--- src/rtl/alu_src_pkg.sv ---
// Shared constants for the ALU operand-B stage: lane numbers, forward codes, state type.
package alu_src_pkg;

    localparam int SRC_RD2   = 0;
    localparam int SRC_EXT   = 1;
    localparam int SRC_PC4   = 2;
    localparam int SRC_SHAMT = 3;

    localparam logic [1:0] FWD_NONE = 2'b00;
    localparam logic [1:0] FWD_EM   = 2'b01;
    localparam logic [1:0] FWD_MW   = 2'b10;

    typedef enum logic {
        ST_EMPTY = 1'b0,
        ST_FULL  = 1'b1
    } stage_state_e;

endpackage

--- src/rtl/fwd_select.sv ---
// Lane-0 forwarding: the EM write beats the MW write; register 0 never forwards.
module fwd_select
    import alu_src_pkg::*;
#(
    parameter int WIDTH = 32,
    parameter int REGW  = 5
) (
    input  logic [REGW-1:0]  rt_addr_i,
    input  logic [WIDTH-1:0] lane0_i,
    input  logic             em_wr_en_i,
    input  logic [REGW-1:0]  em_wr_addr_i,
    input  logic [WIDTH-1:0] em_wr_data_i,
    input  logic             mw_wr_en_i,
    input  logic [REGW-1:0]  mw_wr_addr_i,
    input  logic [WIDTH-1:0] mw_wr_data_i,
    output logic [WIDTH-1:0] data_o,
    output logic [1:0]       hit_o
);

    // Priority compare: youngest pending write (EM) first, then MW, else register file value.
    always_comb begin
        data_o = lane0_i;
        hit_o  = FWD_NONE;
        if (rt_addr_i != '0) begin
            if (em_wr_en_i && (em_wr_addr_i == rt_addr_i)) begin
                data_o = em_wr_data_i;
                hit_o  = FWD_EM;
            end else if (mw_wr_en_i && (mw_wr_addr_i == rt_addr_i)) begin
                data_o = mw_wr_data_i;
                hit_o  = FWD_MW;
            end
        end
    end

endmodule

--- src/rtl/alu_operand_b_stage.sv ---
// Operand-B source mux with lane-0 forwarding, captured in a one-entry valid/ready register.
module alu_operand_b_stage #(
    parameter  int WIDTH = 32,
    parameter  int NSRC  = 4,
    parameter  int REGW  = 5,
    localparam int SELW  = $clog2(NSRC)
) (
    input  logic                  clk,
    input  logic                  reset_n,
    input  logic                  in_valid,
    output logic                  in_ready,
    input  logic [SELW-1:0]       alu_src,
    input  logic [NSRC*WIDTH-1:0] src_data,
    input  logic [REGW-1:0]       rt_addr,
    input  logic                  em_wr_en,
    input  logic [REGW-1:0]       em_wr_addr,
    input  logic [WIDTH-1:0]      em_wr_data,
    input  logic                  mw_wr_en,
    input  logic [REGW-1:0]       mw_wr_addr,
    input  logic [WIDTH-1:0]      mw_wr_data,
    input  logic                  flush,
    output logic                  out_valid,
    input  logic                  out_ready,
    output logic [WIDTH-1:0]      alu_b,
    output logic [1:0]            fwd_hit
);

    import alu_src_pkg::*;

    logic [WIDTH-1:0] fwd_data;
    logic [1:0]       fwd_code;
    logic [WIDTH-1:0] mux_data;
    logic [1:0]       mux_hit;
    logic             load;
    stage_state_e     state_q, state_d;
    logic [WIDTH-1:0] alu_b_q, alu_b_d;
    logic [1:0]       hit_q, hit_d;

    fwd_select #(
        .WIDTH (WIDTH),
        .REGW  (REGW)
    ) u_fwd_select (
        .rt_addr_i    (rt_addr),
        .lane0_i      (src_data[WIDTH-1:0]),
        .em_wr_en_i   (em_wr_en),
        .em_wr_addr_i (em_wr_addr),
        .em_wr_data_i (em_wr_data),
        .mw_wr_en_i   (mw_wr_en),
        .mw_wr_addr_i (mw_wr_addr),
        .mw_wr_data_i (mw_wr_data),
        .data_o       (fwd_data),
        .hit_o        (fwd_code)
    );

    // Lane select; a select beyond the last lane yields zero with no forward.
    always_comb begin
        mux_data = '0;
        mux_hit  = FWD_NONE;
        if (alu_src == SELW'(SRC_RD2)) begin
            mux_data = fwd_data;
            mux_hit  = fwd_code;
        end else begin
            for (int i = 1; i < NSRC; i++) begin
                if (alu_src == SELW'(i)) begin
                    mux_data = src_data[i*WIDTH +: WIDTH];
                end
            end
        end
    end

    assign out_valid = (state_q == ST_FULL);
    assign in_ready  = !out_valid || out_ready;
    assign load      = in_valid && in_ready && !flush;

    // Next state: flush wins over load and consume; otherwise load refills, consume drains.
    always_comb begin
        state_d = state_q;
        if (flush) begin
            state_d = ST_EMPTY;
        end else if (load) begin
            state_d = ST_FULL;
        end else if ((state_q == ST_FULL) && out_ready) begin
            state_d = ST_EMPTY;
        end
    end

    // Payload only changes on an accepted load; drain and flush leave it as last loaded.
    always_comb begin
        alu_b_d = alu_b_q;
        hit_d   = hit_q;
        if (load) begin
            alu_b_d = mux_data;
            hit_d   = mux_hit;
        end
    end

    // State register.
    always_ff @(posedge clk or negedge reset_n) begin
        if (!reset_n) begin
            state_q <= ST_EMPTY;
        end else begin
            state_q <= state_d;
        end
    end

    // Operand and forward-code registers.
    always_ff @(posedge clk or negedge reset_n) begin
        if (!reset_n) begin
            alu_b_q <= '0;
            hit_q   <= FWD_NONE;
        end else begin
            alu_b_q <= alu_b_d;
            hit_q   <= hit_d;
        end
    end

    assign alu_b   = alu_b_q;
    assign fwd_hit = hit_q;

endmodule
--- config.mk ---
export PLATFORM = sky130hd
export DESIGN_NAME = alu_operand_b_stage
export DESIGN_NICKNAME = d
export VERILOG_FILES = /design/src/rtl/alu_src_pkg.sv /design/src/rtl/fwd_select.sv /design/src/rtl/alu_operand_b_stage.sv
export SDC_FILE = /design/constraint.sdc
export NUM_CORES = 1
export LEC_CHECK = 0
export CORE_ASPECT_RATIO = 0.6
export CORE_MARGIN = 8
export CORE_UTILIZATION = 29
export DETAILED_ROUTE_END_ITERATION = 10
export PLACE_DENSITY = 0.78
export SKIP_CTS_REPAIR_TIMING = 1
export SYNTH_ARGS = -nofsm -noshare
export SYNTH_HDL_FRONTEND = slang
export SYNTH_SLANG_ARGS = --single-unit
export TNS_END_PERCENT = 30
--- constraint.sdc ---
create_clock -name clk -period 1.4 [get_ports clk]
set_input_delay 0.28 -clock clk [delete_from_list [all_inputs] [get_ports clk]]
set_output_delay 0.28 -clock clk [all_outputs]
set_load 0.05 [all_outputs]
==> summary.md <==
| Metric | Value |
|---|---|
| Status | complete, but fails checks |
| Failing checks | setup timing |
| RePlAce Congestion | 0.9007 |
| Post-layout min period | 1714 ps |
| Worst path slowest cell | or4_4 |
| Die width | 145.1 um |
| Initial core utilization | 29.65% |
| Post-DP HPWL | 13010 um |
| Synthesized area | 0.002898 mm^2 |
| Number of iterations in the first detailed-routing pass | 5 |
| Residual DRC | 0 |
| Hold Violations, Final | 0 |
| Die Y | 93.43 um |
| Area Overhead vs Synth | 141.5% |
| Mapped Cells | 359 |
| Filler Cell Count | 700 |
| Netlist cell types | 25 |
| Site Rows | 28 |
| Hold Path Class | primary input to flip-flop |
| WHS Endpoint | out_valid |
| Clock Skew | 4.504 ps |
| Unrepaired setup endpoints after global routing | true |
| Crit start category | primary input |
| Pwr/cell area | 755.1 mW/mm^2 |
| Final setup fails | 34 |
| GRT overflow | 0 |
| H-tree Lvls | 2 |
| TritonCTS clock tree | yes |
| Setup WS pre-CTS | -947.2 ps |
| Detailed Route Iter0 Violations | 202 |
| Root buf cell | clkbuf_16 |
| Max-slew headroom at the worst pin | 72.99% |
| Clk buf depth | 2 |
| GRT Overall Usage | 21.84% |
| Fmax | 583.4 MHz |
| Vias in the first global route | 4273 |
| Worst reg-to-reg path cell count | 7 |
| Max Transition Viols Final | 0 |
| Hold slack | 190.8 ps |
| Synth warnings | 0 |
| Worst reg2reg setup slack | -260 ps |
| Leak Pwr | 2.740 nW |
| Hold Crit Depth | 2 |
| Reg-to-Reg Start | out_valid |
| Post-Place Cell Area | 0.006195 mm^2 |
| Clock Sinks | 35 |
| Syn Area/Cell | 8.072 um^2 |
| Worst VDD drop | 488.3 uV |
| Largest net degree at the start of global routing | 29 |
| IO Pins | 252 |
| Kind of critical path | primary input to flip-flop |
| Setup tns final | -8233 ps |
| WP data arrival | 1870 ps |
| PortBufs | 251 |
| Max FO, Critical Path | 7 |
| Critical path capture point type | flip-flop |
| Final WS setup | -314.2 ps |
| Core area | 0.009774 mm^2 |
| WL per Instance | 22.66 um |
| CP top delay family | simple AND/OR/NAND/NOR gates |
| Antenna-violating nets left | 0 |
| Final Cell Area | 0.006998 mm^2 |
| Critical path's largest stage delay | 530 ps |
| Initial antenna violation count | 0 |
| Die area | 0.01355 mm^2 |
| Most common cell after layout, fill and taps aside | clkdlybuf4s50_1 |
| DR vias | 4201 |
| CP Cell Sequence | buf_8, or4_4, nor2_4, buf_6, nor3_4, buf_4, buf_12, nor3_1, o31ai_2 |
| Clock-pin slew on the worst setup and hold paths | 60 ps |
| First-pass GRT wire length | 23640 um |
| Post-Syn Nets | 575 |
| Ratio of final minimum period to clock period | 122.4% |
| FF-to-FF End | alu_b[19] |
| Diodes inserted | 0 |
| Max-Cap Viols | 0 |
| DP Cell Count | 743 |
| Seq/Total Area, Yosys | 30.22% |
| Worst Min Path Start | flush |
| Routed WL | 17500 um |
| Worst path bufs/invs | 4 |
| Non-filler instance count after layout | 772 |
| Via-to-Cell Ratio | 5.442 |
| Num CTS Buffers | 5 |
| Worst-margin pin slew | 405.1 ps |
| CP required | 1550 ps |
| Share of cells above drive strength 1 | 33.28% |
| Seq cells post-synth | 35 |
| Clk_lat worst skew | 280 ps |
| Final nets | 852 |
| Most frequent cells in the layout | 196 x clkdlybuf4s50_1, 47 x buf_12, 35 x nor3_2 |
## power breakdown
group,internal [mW],switching (mW)
logic,1.57,1.25
clock network,0.658,0.420
registers,1.18,0.197
## kinds of logic after synthesis
| kind of cell | synth area share (%) |
|---|---|
| XOR/XNOR | 3.022 |
| flip-flops | 30.22 |
| AO/OA/AOI/OAI | 29.45 |
| multiplexers | 12.44 |
| AND/OR/NAND/NOR | 18.61 |
| buffers and inverters | 6.261 |
## flip-flops by register name, indices dropped and copies added (netlist names)
signal and count:
alu_b 32, fwd_hit 2, out_valid 1
## layer usage
layer	vias up	routed length, um	global-route usage [%]
met5	-	0	0
met4	0	255	4.220
li1	1914	-	-
met2	234	8797	38.66
met3	20	1347	5.256
met1	2033	7095	26.85
## worst max path at each step
stage,startpoint,to,slack (ps),cells after the start
after floorplan,out_valid,alu_b[11],-300,6
after global placement,rt_addr[0],alu_b[31],-800,7
after detailed placement,rt_addr[0],alu_b[1],-950,7
after CTS,rt_addr[0],alu_b[1],-660,7
after global routing,out_valid,alu_b[19],-380,7
final,rt_addr[3],alu_b[19],-310,9
## cells in the mapped netlist
cell       n  share of area (%)
inv_1      1               0.13
nor2b_1    1               0.22
nand3b_1   1               0.26
o31ai_2    6                2.6
buf_4      1               0.26
or3_1      1               0.22
a22oi_1   32                8.3
a22o_1     2               0.60
o21ai_0   32                5.5
o31ai_1   26                6.7
buf_2      7                1.2
or3_2      1               0.26
nand2_1    2               0.26
mux2_2    32                 12
nand4_1    2               0.43
xnor2_1   10                3.0
clkbuf_1  27                3.5
dfrtp_1   35                 30
nand2b_1   1               0.22
nor2_4     1               0.39
buf_6      3                1.2
a21oi_1   33                5.7
nor2_1    34                4.4
nor3_1    67                 12
or4_4      1               0.39
## per-stage QoR
step                      utilization, %  total power [mW]
after global routing               71.60             5.505
final                              71.60             5.284
after global placement             63.38             4.052
after floorplan                        -             2.409
after CTS                          64.78             5.201
after detailed placement           63.38             4.105
## layout make-up
cell class | count | area [um^2] | share of cell area (%)
timing repair buffer | 308 | 3600 | 51.44
multi-input combinational | 285 | 2211 | 31.59
sequential | 35 | 877.1 | 12.53
tap | 135 | 168.9 | 2.414
inverter | 1 | 3.754 | 0.05364
clock buffer | 7 | 132.6 | 1.895
clock inverter | 1 | 5.005 | 0.07152
(Power assumes the default switching activity.)
